File: config.mk
export PLATFORM = sky130hd
export DESIGN_NAME = bin2bcd_seq
export DESIGN_NICKNAME = d
export VERILOG_FILES = /design/src/rtl/bcd_pkg.sv /design/src/rtl/bcd_digit_adj.sv /design/src/rtl/bin2bcd_seq.sv
export SDC_FILE = /design/constraint.sdc
export NUM_CORES = 1
export LEC_CHECK = 0
export CAP_MARGIN = 20
export CORE_MARGIN = 5
export CORE_UTILIZATION = 54
export CTS_BUF_LIST = sky130_fd_sc_hd__clkbuf_16
export CTS_CLUSTER_SIZE = 10
export DETAILED_ROUTE_END_ITERATION = 8
export GPL_TIMING_DRIVEN = 0
export HOLD_SLACK_MARGIN = 0.15
export PLACE_DENSITY = 0.79
export SLEW_MARGIN = 0
export SYNTH_ARGS = -nofsm -noshare
export SYNTH_HDL_FRONTEND = slang
export SYNTH_SLANG_ARGS = --single-unit
File: constraint.sdc
create_clock -name clk -period 2.5 [get_ports clk]
set_input_delay 0.625 -clock clk [delete_from_list [all_inputs] [get_ports clk]]
set_output_delay 0.625 -clock clk [all_outputs]
set_load 0.05 [all_outputs]
File: src/rtl/bcd_pkg.sv
// Shared definitions for the BCD conversion blocks: digit geometry,
// FSM state encoding and a constant-evaluable ceil(log2) helper.
package bcd_pkg;

  localparam int BCD_DIGIT_W = 4;
  localparam logic [BCD_DIGIT_W-1:0] BCD_NINE = 4'd9;

  typedef enum logic [1:0] {
    ST_IDLE  = 2'd0,
    ST_SHIFT = 2'd1,
    ST_DONE  = 2'd2
  } state_t;

  // ceil(log2(value)); clog2(BIN_W+1) bits are enough to hold BIN_W.
  function automatic int clog2(input int value);
    int result;
    int rem;
    result = 0;
    rem    = value - 1;
    for (int i = 0; i < 32; i++) begin
      if (rem > 0) begin
        result = result + 1;
        rem    = rem >> 1;
      end
    end
    return result;
  endfunction

endpackage

File: src/rtl/bcd_digit_adj.sv
// One BCD digit correction step of double-dabble: a digit of 5 or more
// gets 3 added so the following left shift carries into the next digit.
module bcd_digit_adj
  import bcd_pkg::*;
(
  input  logic [BCD_DIGIT_W-1:0] digit,
  output logic [BCD_DIGIT_W-1:0] adjusted
);

  // 4-bit add with no carry out; inputs above 9 never occur in a valid accumulator.
  always_comb begin
    adjusted = digit;
    if (digit >= 4'd5) begin
      adjusted = digit + 4'd3;
    end
  end

endmodule

File: src/rtl/bin2bcd_seq.sv
// Sequential binary-to-BCD converter, one double-dabble shift per clock.
//
// Handshake: a transfer happens on a rising edge where valid and ready are
// both high. The source holds bin steady while in_valid is high; in_ready is
// high only in IDLE. out_valid is high only in DONE, and bcd/blank/overflow
// hold their values until the edge where out_ready is seen high. Both
// in_ready and out_valid decode the state register alone, so there is no
// combinational path from in_valid or out_ready.
module bin2bcd_seq
  import bcd_pkg::*;
#(
  parameter int BIN_W  = 16,
  parameter int DIGITS = 5
) (
  input  logic                        clk,
  input  logic                        rst,
  input  logic                        in_valid,
  output logic                        in_ready,
  input  logic [BIN_W-1:0]            bin,
  output logic                        out_valid,
  input  logic                        out_ready,
  output logic [BCD_DIGIT_W*DIGITS-1:0] bcd,
  output logic [DIGITS-1:0]           blank,
  output logic                        overflow
);

  localparam int ACC_W = BCD_DIGIT_W * DIGITS;
  localparam int CNT_W = clog2(BIN_W + 1);

  state_t             state;
  state_t             state_next;
  logic [BIN_W-1:0]   bin_sr;
  logic [ACC_W-1:0]   acc;
  logic [ACC_W-1:0]   acc_adj;
  logic [ACC_W-1:0]   acc_shift;
  logic               ovf_sticky;
  logic               ovf_next;
  logic [CNT_W-1:0]   cnt;
  logic               last_shift;
  logic [DIGITS-1:0]  blank_next;
  logic               zero_run;

  // Per-digit add-3 correction applied before every shift.
  for (genvar g = 0; g < DIGITS; g++) begin : g_adj
    bcd_digit_adj u_adj (
      .digit    (acc[g*BCD_DIGIT_W +: BCD_DIGIT_W]),
      .adjusted (acc_adj[g*BCD_DIGIT_W +: BCD_DIGIT_W])
    );
  end

  // The accumulator value after this cycle's shift, and the bit leaving its top.
  assign acc_shift  = {acc_adj[ACC_W-2:0], bin_sr[BIN_W-1]};
  assign ovf_next   = ovf_sticky | acc_adj[ACC_W-1];
  assign last_shift = (cnt == CNT_W'(1));

  assign in_ready  = (state == ST_IDLE);
  assign out_valid = (state == ST_DONE);

  // Leading-zero mask of the final accumulator; units digit always shown.
  always_comb begin
    zero_run   = 1'b1;
    blank_next = '0;
    for (int i = DIGITS - 1; i >= 0; i--) begin
      zero_run      = zero_run & (acc_shift[i*BCD_DIGIT_W +: BCD_DIGIT_W] == 4'd0);
      blank_next[i] = zero_run;
    end
    blank_next[0] = 1'b0;
  end

  // State register.
  always_ff @(posedge clk or posedge rst) begin
    if (rst) begin
      state <= ST_IDLE;
    end else begin
      state <= state_next;
    end
  end

  // Next-state logic: accept in IDLE, count shifts, wait for the consumer in DONE.
  always_comb begin
    state_next = state;
    case (state)
      ST_IDLE:  if (in_valid)   state_next = ST_SHIFT;
      ST_SHIFT: if (last_shift) state_next = ST_DONE;
      ST_DONE:  if (out_ready)  state_next = ST_IDLE;
      default:                  state_next = ST_IDLE;
    endcase
  end

  // Datapath: load on acceptance, shift while converting, publish results on the final shift.
  always_ff @(posedge clk or posedge rst) begin
    if (rst) begin
      bin_sr     <= '0;
      acc        <= '0;
      ovf_sticky <= 1'b0;
      cnt        <= '0;
      bcd        <= '0;
      blank      <= '0;
      overflow   <= 1'b0;
    end else begin
      case (state)
        ST_IDLE: begin
          if (in_valid) begin
            bin_sr     <= bin;
            acc        <= '0;
            ovf_sticky <= 1'b0;
            cnt        <= CNT_W'(BIN_W);
          end
        end
        ST_SHIFT: begin
          acc        <= acc_shift;
          bin_sr     <= {bin_sr[BIN_W-2:0], 1'b0};
          ovf_sticky <= ovf_next;
          cnt        <= cnt - CNT_W'(1);
          if (last_shift) begin
            overflow <= ovf_next;
            if (ovf_next) begin
              bcd   <= {DIGITS{BCD_NINE}};
              blank <= '0;
            end else begin
              bcd   <= acc_shift;
              blank <= blank_next;
            end
          end
        end
        default: begin
        end
      endcase
    end
  end

endmodule

# Yosys cells after proc, flatten, opt, wreduce, memory -nomap -nowiden
# Index checks and enable logic that the tools add are counted.
# totals
regBits	70
in_bits	20
out_inout_bits	28
wordCells	57
# op_classes
n_addsub	6
n_lt_le_gt_ge	5
eq_ne	6
n_mux	19
n_bitwise	4
n_reduce_logical	9
# ops
cell	count
20-bit two-way mux	2
20-bit case mux with 2 select lines	1
16-bit case mux with 2 select lines	1
4-bit by 2-bit adder with 4-bit output (second input constant)	5
4-bit by 3-bit greater-or-equal comparator with 1-bit output (second input constant)	5
4-bit two-way mux	5
4-bit zero test	4
16-bit two-way mux	1
5-bit two-way mux	2
5-bit case mux with 2 select lines	1
2-bit two-way mux	3
2-bit case mux with 3 select lines	1
5-bit by 1-bit equality test with 1-bit output (second input constant)	1
5-bit by 1-bit subtractor with 5-bit output (second input constant)	1
2-bit != test (second input constant)	2
2-bit AND reduction	2
1-bit bitwise AND	3
3-bit AND reduction	1
2-bit by 1-bit equality test with 1-bit output (second input constant)	1
2-bit equality test (second input constant)	1
2-bit zero test	1
2-bit by 1-bit != test with 1-bit output (second input constant)	1
1-bit case mux with 2 select lines	1
2-bit nonzero test	1
2 further kinds	2

# Longest topological paths before layout
# Gate-level depths: netlist of run 1.
# logic_depth
word_depth	7
depth_mapped	8
depth_no_buf	7

# Hierarchy
# A second synthesis of run 1 with hierarchy kept.
# unflattened
cells_unflattened	343
hier_area_um2	3438.3
# modules_own_cells
module	instances	cells_each	area_each_um2	seq_area_each_um2
bin2bcd_seq	1	263	2931.6	1726.7
bcd_digit_adj	5	16	101.3	0.0

# Worst setup path before layout of run 1
# OpenSTA, ideal clock, no wires.
# synth_timing
path_kind	register to output
from	register state[0]
to	output port in_ready
t_arrival_ps	1273
required_ps	1875
slack_ps	602
stages_incl_launch_ff	3
n_path_buf	1
cell_sequence	dfrtp_1 clkbuf_1 nor2_1
# synth_between
elab_chain_cells	1
# synth_rtl
element	line_no	rtl
start: declaration	bin2bcd_seq.sv:30	state_t state;
start signal: assignment	bin2bcd_seq.sv:75	state <= state_next;
2-bit zero test	bin2bcd_seq.sv:56	assign in_ready = (state == ST_IDLE);
end: declaration	bin2bcd_seq.sv:18	output logic in_ready,
# No other way between the ends.

# Worst setup path in the final report of run 1
# layout_timing
from	register state[0]
to	output port out_valid
# layout_between
elab_chain_cells	1
# layout_rtl
element	line_no	rtl
2-bit equality test	bin2bcd_seq.sv:57	assign out_valid = (state == ST_DONE);
end: declaration	bin2bcd_seq.sv:20	output logic out_valid,
# No other way between the ends.

==> results of run 1 <==
flip-flops by register name (all words and copies together), names as in the netlist:
| register | count |
|---|---|
| bcd | 20 |
| overflow | 1 |
| ovf_sticky | 1 |
| blank | 4 |
| state | 2 |
| acc | 20 |
| cnt | 5 |
| bin_sr | 16 |
kinds of logic after synthesis:
group	after synthesis	share of synthesized area, %
compound gates	113	20.9
xor+xnor	6	1.60
fa+ha+maj	12	4.56
buf+inv	32	3.95
flops	69	52.4
mux	3	0.987
other cells	1	0.114
simple gates	103	15.5
power groups by stage:
stage / combinational (mW) / sequential, mW / clock [mW]
6_report: 2.73 / 1.94 / 1.21
5_1_grt: 3.00 / 2.02 / 1.27
4_1_cts: 2.75 / 1.94 / 1.22
3_5_place_dp: 2.72 / 1.95 / 0
3_3_place_gp: 2.64 / 1.93 / 0
2_1_floorplan: 1.45 / 2.40 / 0
per-layer routing:
layer	GRT usage, %	part of all wire (%)	vias to the layer above
li1	-	-	1307
met3	3.29	5.3	18
met4	10.6	2.4	0
met2	38.5	50	82
met1	27.5	43	1340
met5	0	0	-
cell usage after synthesis, drive strengths merged:
cell,number
dfrtp,69
o21ai,57
nand2,54
a22oi,15
inv,15
a21oi,13
ha,12
nor2,12
a22o,11
clkbuf,11
nor3,9
nand2b,7
nor3b,7
buf,6
xnor2,6
a31oi,5
a21o,3
nor2b,3
and3,2
mux2,2
nand3,2
nor4b,2
o2111ai,2
o21bai,2
o22a,2
a211oi,1
a32o,1
and2,1
and3b,1
conb,1
mux2i,1
nand4b,1
o31ai,1
or3b,1
or4,1
tightest hold or removal path, cell delays in order, from the launching register on:
cell and delay (ps):
dfrtp_1 340, nand2_1 50, o21ai_0 60
how the worst max path moves through the flow:
stage / from / end / slack, ps / depth (start not counted)
after global routing: state[0]$_DFFE_PP0P_ / in_ready / 20 / 3
after detailed placement: in_valid / bin_sr[9]$_DFFE_PP0P_ / 210 / 5
final: state[0]$_DFFE_PP0P_ / out_valid / 120 / 4
after floorplan: rst / acc[0]$_DFFE_PP0P_ / 140 / 1
after CTS: state[0]$_DFFE_PP0P_ / out_valid / 120 / 4
after global placement: rst / bin_sr[12]$_DFFE_PP0P_ / -1010 / 2
stage by stage:
stage	worst slack, ps	setup TNS, ps	utilization, %
finish	124	0	69.8
CTS	124	0	69.8
floorplan	135	0	-
detailed placement	208	0	65.0
global route	20.9	0	69.8
global placement	-1010	-69180	65.0
area by class of cell:
cell class / count / area (sq um) / share of cell area (%)
buffer: 17 / 73.8 / 1.79
tap: 75 / 93.8 / 2.27
clock buffer: 9 / 225 / 5.45
inverter: 15 / 58.8 / 1.42
multi-input combinational: 238 / 1440 / 34.8
sequential: 69 / 1730 / 41.8
timing repair buffer: 46 / 458 / 11.1
clock inverter: 7 / 58.8 / 1.42
placed cells by master, fill, tap and decap left out, drive strengths merged, types with 2 or more instances in the layout:
master	instances
a21oi	13
nand3	2
nor2b	3
nand2b	7
xnor2	6
o22a	2
dlygate4sd2	2
a22oi	15
nor3b	7
a21o	3
a31oi	5
dfrtp	69
a22o	11
ha	12
inv	17
clkdlybuf4s50	44
mux2	2
clkinv	3
and3	2
o21ai	57
nor2	12
o21bai	2
nand2	54
buf	6
o2111ai	2
nor4b	2
clkbuf	20
nor3	9
what timing repair did:
| item | CTS | global route |
|---|---|---|
| resized for setup | 2 | 0 |
| endpoints found under the setup margin | 2 | 0 |
| hold buffers | 0 | 0 |
==> flow_summary.json, run 1 <==
{
  "cts_made_buffers": 9,
  "worstHoldStart": "blank[3]$_DFFE_PP0P_",
  "hold_depth": 2,
  "diodes": 0,
  "die_h_microns": 88.1,
  "r2r_setup_slack_ps": 260,
  "postRouteAntennaNets": 0,
  "power_frac_clock_pct": 20.5,
  "grt_use_total_pct": 22.3,
  "drtPass1Iterations": 4,
  "critical-path-max-stage-delay_ps": 520,
  "grt_setup_unrepaired": "false",
  "die_x_microns": 88.1,
  "power_switching_mw": 2.54,
  "io_buffer_count": 46,
  "cellPowerDensity_nw_per_um2": 1420,
  "crit_buf_inv": 3,
  "hold_slack_ps": 477,
  "max-vdd-ir-drop_v": 0.000819,
  "intPower_mw": 3.34,
  "cp-start-kind": "flop",
  "yosysTopAreaCellShare_pct": 52.4,
  "ys_ff_latch": 69,
  "vias_per_cell": 5.77,
  "start_util_pct": 55.6,
  "io_pins": 48,
  "skew_ps": 9.34,
  "slowest_stage": "dlygate4sd2_1",
  "place_congestion": 0.860,
  "seq_area_frac_synth_pct": 52.4,
  "dp_hpwl_microns": 5320,
  "clk_pin_slew_worst_paths_ps": 50,
  "fin_crit_ps": 2380,
  "cts_setup_buffers": 0,
  "drc_errors": 0,
  "dpl.cell_count": 460,
  "row_count": 28,
  "cpLargestDelayFamily": "buffers and inverters",
  "endpoint_kind": "output port",
  "clock_latency_ps": 330,
  "setup_violations": 0,
  "syn_avg_cell_area_sq_um": 9.72,
  "cts.sinks": 69,
  "synth_largest_area_cell": "dfrtp_1",
  "place_area_sq_um": 3850,
  "fillers": 484,
  "cts_tree": "built",
  "fin_cells": 476,
  "reg2reg_depth": 7,
  "grt_max_degree": 70,
  "finalMaxSlewViolations": 0,
  "crit_type": "flop to output port",
  "drt_iter0_drc": 106,
  "p_total_mw": 5.89,
  "cts_buffer_depth": 2,
  "outcome": "completed",
  "layout.nets": 428,
  "crit_arrival_ps": 1750,
  "drv_cap": 0,
  "grt_pass1_wl_microns": 13300,
  "power.share.combinational_pct": 46.4,
  "r2r_end": "bcd[11]$_DFFE_PP0P_",
  "path_cells": "clkbuf_1 -> nand2b_1 -> inv_1 -> dlygate4sd2_1",
  "syn_nets": 371,
  "htree_num_levels": 3,
  "core_sq_um": 5920,
  "layout-drive-gt1-share_pct": 6.48,
  "cts_root_buf": "clkbuf_16",
  "grt-ovfl-total": 0,
  "worstReg2RegStart": "acc[16]$_DFFE_PP0P_",
  "synthCells": 339,
  "worst_pin_slew_ps": 822,
  "p_seq_share_pct": 33.0,
  "switching_share_pct": 43.2,
  "synth_cell_type_count": 42,
  "yosys-top-cells-area": "dfrtp_1 52%, o21ai_0 8.4%, nand2_1 6.0%",
  "syn_to_final_growth_pct": 25.4,
  "cp_max_fo": 10,
  "vias": 2747,
  "yosysWarnings": 0,
  "hold_viol": 0,
  "hold_path.class": "flop to flop",
  "relSlewSlack_pct": 45.2,
  "fmax_ghz": 0.421,
  "critPathRequiredTime_ps": 1880,
  "antenna_found_initial": 0,
  "die_area_sq_um": 7760,
  "wl_per_cell_microns": 16.4,
  "grt_pass1_vias": 2836,
  "finalCritPeriodShare_pct": 95.0,
  "power.leakage_nw": 1.79,
  "final_cell_area_sq_um": 4130,
  "synth_area_sq_um": 3290,
  "hold_end": "blank[3]$_DFFE_PP0P_",
  "drt-total-wl_microns": 7800
}
No activity file was read; power rests on OpenSTA's default activity.
==> run 2: changes to the inputs <==
--- a/config.mk
+++ b/config.mk
@@ -11,7 +11,6 @@
 export CTS_BUF_LIST = sky130_fd_sc_hd__clkbuf_16
 export CTS_CLUSTER_SIZE = 10
 export DETAILED_ROUTE_END_ITERATION = 8
-export GPL_TIMING_DRIVEN = 0
 export HOLD_SLACK_MARGIN = 0.15
 export PLACE_DENSITY = 0.79
 export SLEW_MARGIN = 0
==> run 2 against run 1 <==
Hold slack got worse by 1.1 ps. First-iteration DRC count up 24%. Sequential power barely moved. Critical endpoint is now bcd[0]. Largest cell class unchanged. Largest power group unchanged. Highest routed layer unchanged.
==> flow_summary.json, run 2 (synthesized netlist as in run 1, its figures left out) <==
{
  "diodes": 0,
  "outcome": "completed",
  "skew_ps": 4.99,
  "clk_pin_slew_worst_paths_ps": 50,
  "cts_root_buf": "clkbuf_16",
  "crit_buf_inv": 1,
  "grt_pass1_vias": 2615,
  "cts.sinks": 69,
  "ctsResizeCount": 0,
  "antenna_found_initial": 0,
  "endpoint_kind": "output port",
  "relSlewSlack_pct": 63.1,
  "start_util_pct": 55.6,
  "setup_violations": 0,
  "cts_setup_buffers": 0,
  "wl_per_cell_microns": 15.7,
  "drc_errors": 0,
  "drt_iter0_drc": 131,
  "layout_commonest_cell": "dfrtp_1",
  "crit_arrival_ps": 1510,
  "cts_tree": "built",
  "worst_pin_slew_ps": 554,
  "fmax_ghz": 0.467,
  "power.leakage_nw": 1.82,
  "grt-ovfl-total": 0,
  "io_buffer_count": 46,
  "finalCritPeriodShare_pct": 85.6,
  "layout-drive-gt1-share_pct": 9.09,
  "place_congestion": 0.885,
  "cts_made_buffers": 9,
  "grt_pass1_wl_microns": 12500,
  "clock_latency_ps": 330,
  "fillers": 432,
  "cellPowerDensity_nw_per_um2": 1430,
  "finalMaxSlewViolations": 0,
  "hold_viol": 0,
  "drt-total-wl_microns": 7390,
  "grt_max_degree": 33,
  "syn_to_final_growth_pct": 27.2,
  "postRouteAntennaNets": 0,
  "die_area_sq_um": 7760,
  "path_cells": "clkdlybuf4s50_1",
  "critPathRequiredTime_ps": 1880,
  "dpl.cell_count": 456,
  "hold_buffers": 0,
  "layout_common_cells": "69 x dfrtp_1, 55 x o21ai_0, 53 x nand2_1, 44 x clkdlybuf4s50_1",
  "reg.largest.list": "acc x20, bcd x20, bin_sr x16",
  "grt_use_total_pct": 21.2,
  "max-vdd-ir-drop_v": 0.000939,
  "htree_num_levels": 3,
  "vias": 2717,
  "cts_buffer_depth": 2,
  "fin_crit_ps": 2140,
  "drtPass1Iterations": 5,
  "fin_cells": 471,
  "critical-path-max-stage-delay_ps": 820,
  "vias_per_cell": 5.77,
  "die_x_microns": 88.1,
  "cpLargestDelayFamily": "buffers and inverters",
  "dp_hpwl_microns": 5130,
  "crit_type": "flop to output port",
  "core_sq_um": 5920,
  "hold_path.class": "flop to flop",
  "die_h_microns": 88.1,
  "io_pins": 48,
  "slowest_stage": "clkdlybuf4s50_1",
  "row_count": 28,
  "layout.nets": 424,
  "cp-start-kind": "flop",
  "cp_max_fo": 2,
  "drv_cap": 0,
  "grt_setup_unrepaired": "false",
  "fin_tns_setup_ps": 0
}
-- run 2: cell types whose count changed in the layout (fill, tap and decap cells not counted), sizes merged --
cell and change:
bufinv +1, clkinv -1, inv -1, clkbuf -11, buf +9, dlygate4sd2 -2
-- run 2: path summary, 6_finish.rpt --
path,start,to,slack [ps],cells after the start
min,blank[4]$_DFFE_PP0P_,blank[4]$_DFFE_PP0P_,480,2
min reg2reg,blank[4]$_DFFE_PP0P_,blank[4]$_DFFE_PP0P_,480,2
max reg2reg,acc[16]$_DFFE_PP0P_,blank[1]$_DFFE_PP0P_,470,7
max,bcd[0]$_DFFE_PP0P_,bcd[0],360,1
max in group asynchronous,rst,acc[0]$_DFFE_PP0P_,1260,3
min in group asynchronous,rst,blank[3]$_DFFE_PP0P_,650,2
-- run 2: worst min-delay path, delay by kind of cell, from the launching register on --
kind,cells,cell delay (ps)
DFF,1,350
and+or+nand+nor,2,100
-- run 2: cell type report --
type	count	area (sq um)	area share [%]
Sequential cell	69	1730	41.2
Multi-Input combinational cell	238	1440	34.4
Timing Repair Buffer	59	566	13.5
Clock buffer	9	225	5.38
Tap cell	75	93.8	2.24
Clock inverter	6	80.1	1.91
Inverter	15	56.3	1.34
-- run 2: metrics by stage --
| step | hold slack [ps] | instance area, sq um | util [%] | power, mW | setup slack [ps] |
|---|---|---|---|---|---|
| 2_1_floorplan | 450 | 3290 | - | 3.84 | 135 |
| 3_5_place_dp | 466 | 3880 | 65.6 | 4.70 | 517 |
| 5_1_grt | 508 | 4190 | 70.8 | 6.41 | 264 |
| 6_report | 476 | 4190 | 70.8 | 6.01 | 361 |
| 3_3_place_gp | 459 | 3880 | 65.6 | 4.59 | 565 |
| 4_1_cts | 477 | 4190 | 70.8 | 6.03 | 342 |
-- run 2: layer usage --
| layer | wire [microns] | global-route usage (%) | vias up | share of wire (%) |
|---|---|---|---|---|
| met1 | 3130 | 28.4 | 1305 | 42 |
| met5 | 0 | 0 | - | 0 |
| met4 | 200 | 10.7 | 0 | 2.7 |
| met2 | 3590 | 33.2 | 95 | 49 |
| met3 | 478 | 3.76 | 16 | 6.5 |
| li1 | - | - | 1301 | - |
-- run 2: where the power goes --
group | internal (mW) | total [mW] | switching [mW] | leakage (nW)
clock network | 0.857 | 1.30 | 0.444 | 0.150
logic | 1.06 | 2.75 | 1.69 | 0.795
registers | 1.57 | 1.95 | 0.379 | 0.872
total | 3.49 | 6.01 | 2.51 | 1.82
==> run 3: changes to the inputs <==
==> constraint.sdc (replaced) <==
create_clock -name clk -period 2.3 [get_ports clk]
set_input_delay 0.575 -clock clk [delete_from_list [all_inputs] [get_ports clk]]
set_output_delay 0.575 -clock clk [all_outputs]
set_load 0.05 [all_outputs]
==> run 3 against run 2 <==
Sequential share of layout area fell by 0.59 points. Register-to-register slack worse by 250 ps. Routed wire length increased by 1.0%. Utilization grew 1.0 points. Final cell count is 0.42% higher. Sequential cell count stayed put.
==> flow_summary.json, run 3 (synthesized netlist as in run 1, its figures left out) <==
{
  "max-vdd-ir-drop_v": 0.000895,
  "die_x_microns": 88.1,
  "setup_violations": 0,
  "grt_pass1_vias": 2611,
  "clk_pin_slew_worst_paths_ps": 50,
  "io_pins": 48,
  "hold_viol": 0,
  "intPower_mw": 3.94,
  "drt_iter0_drc": 109,
  "wl_per_cell_microns": 15.8,
  "r2r_end": "blank[1]$_DFFE_PP0P_",
  "switching_share_pct": 41.0,
  "cp_max_fo": 14,
  "skew_ps": 6.27,
  "gr-usage-met3_pct": 4.61,
  "antenna_found_initial": 0,
  "ctsResizeCount": 0,
  "drc_errors": 0,
  "vias_per_cell": 5.75,
  "htree_num_levels": 3,
  "vias": 2720,
  "postRouteAntennaNets": 0,
  "drv_cap": 0,
  "layout_commonest_cell": "dfrtp_1",
  "use_met1_pct": 29.3,
  "timing.final.ws_setup_ps": 177,
  "endpoint_kind": "output port",
  "grt_setup_unrepaired": "false",
  "worstReg2RegStart": "acc[16]$_DFFE_PP0P_",
  "cts_setup_buffers": 0,
  "multi_input_area_sq_um": 1440,
  "diodes": 0,
  "worst_pin_slew_ps": 503,
  "critPathRequiredTime_ps": 1730,
  "hold_buffers": 0,
  "finalMaxSlewViolations": 0,
  "met2_usage_pct": 34.6,
  "fin_cells": 473,
  "reg2reg_depth": 7,
  "dp_hpwl_microns": 5190,
  "finalCritPeriodShare_pct": 92.3,
  "die_h_microns": 88.1,
  "cts.sinks": 69,
  "hold_depth": 2,
  "cp-startpoint": "state[1]$_DFFE_PP0P_",
  "io_buffer_count": 46,
  "grt_use_total_pct": 21.7,
  "cp-start-kind": "flop",
  "place_ws_ps": 355,
  "power.share.combinational_pct": 45.3,
  "cellPowerDensity_nw_per_um2": 1570,
  "drtPass1Iterations": 4,
  "reg.largest.list": "acc x20, bcd x20, bin_sr x16",
  "clock_latency_ps": 330,
  "crit_type": "flop to output port",
  "cts_buffer_depth": 2,
  "layout_common_cells": "69 x dfrtp_1, 55 x o21ai_0, 53 x nand2_1, 44 x clkdlybuf4s50_1",
  "p_seq_share_pct": 31.8,
  "r2r_setup_slack_ps": 220,
  "cp-endpoint": "in_ready",
  "relSlewSlack_pct": 66.3,
  "seq_area_sq_um": 1730,
  "power.leakage_nw": 1.84,
  "hold_slack_ps": 479,
  "syn_to_final_growth_pct": 29.0,
  "row_count": 28,
  "grt_pass1_wl_microns": 12900,
  "fin_tns_setup_ps": 0,
  "crit_arrival_ps": 1550,
  "core_sq_um": 5920,
  "fin_crit_ps": 2120,
  "layout.nets": 425,
  "place_congestion": 0.853,
  "outcome": "completed",
  "fillers": 450,
  "power_switching_mw": 2.73,
  "dpl.cell_count": 457,
  "grt.busiest_layer": "met2",
  "grt_max_degree": 70,
  "cts_made_buffers": 9,
  "fmax_ghz": 0.471,
  "start_util_pct": 55.6,
  "layout-drive-gt1-share_pct": 9.05,
  "cts_tree": "built",
  "p_total_mw": 6.68,
  "grt-ovfl-total": 0,
  "power_frac_clock_pct": 22.9,
  "die_area_sq_um": 7760,
  "cts_root_buf": "clkbuf_16",
  "drt-total-wl_microns": 7470,
  "hold_path.class": "flop to flop"
}
-- run 3: changes by cell type in the layout (fill, tap and decap cells not counted), sizes merged --
cell    previous run  this run
buf               15        16
bufinv             2         3
clkinv             2         3
inv               16        15
-- run 3: metrics by stage --
stage	utilization [%]	instance area (sq um)
6_report	71.8	4250
5_1_grt	71.8	4250
4_1_cts	71.8	4250
3_5_place_dp	66.2	3920
3_3_place_gp	66.2	3920
2_1_floorplan	-	3300
-- run 3: metal layers --
| layer | part of all wire [%] | vias up |
|---|---|---|
| met1 | 45 | 1318 |
| met3 | 5.8 | 12 |
| met5 | 0 | - |
| met4 | 1.8 | 0 |
| li1 | - | 1308 |
| met2 | 47 | 82 |
-- run 3: critical path: stages (launching register included) --
cell and delay [ps]:
dfrtp_1 520, buf_4 230, nor2_1 280, buf_12 180
-- run 3: area by class of cell --
type | count | share of cell area [%]
clock buffers | 9 | 5.30
clock inverters | 7 | 2.47
inverters | 15 | 1.41
multi-input cells | 238 | 33.9
flip-flops and latches | 69 | 40.6
well taps | 75 | 2.21
repair buffers | 60 | 14.1
-- run 3: how the worst min path moves through the flow --
stage | slack (ps) | start | endpoint
finish | 480 | bin_sr[14]$_DFFE_PP0P_ | bin_sr[14]$_DFFE_PP0P_
global route | 520 | bin_sr[14]$_DFFE_PP0P_ | bin_sr[14]$_DFFE_PP0P_
CTS | 490 | ovf_sticky$_DFFE_PP0P_ | ovf_sticky$_DFFE_PP0P_
detailed placement | 470 | ovf_sticky$_DFFE_PP0P_ | ovf_sticky$_DFFE_PP0P_
global placement | 460 | bcd[10]$_DFFE_PP0P_ | bcd[10]$_DFFE_PP0P_
floorplan | 450 | bin_sr[1]$_DFFE_PP0P_ | bin_sr[1]$_DFFE_PP0P_
-- run 3: power by group through the flow --
stage	clock (mW)	combinational (mW)	sequential (mW)
4_1_cts	1.55	3.05	2.12
3_3_place_gp	0	2.94	2.10
5_1_grt	1.62	3.35	2.19
6_report	1.53	3.03	2.12
3_5_place_dp	0	3.03	2.13
2_1_floorplan	0	1.57	2.61
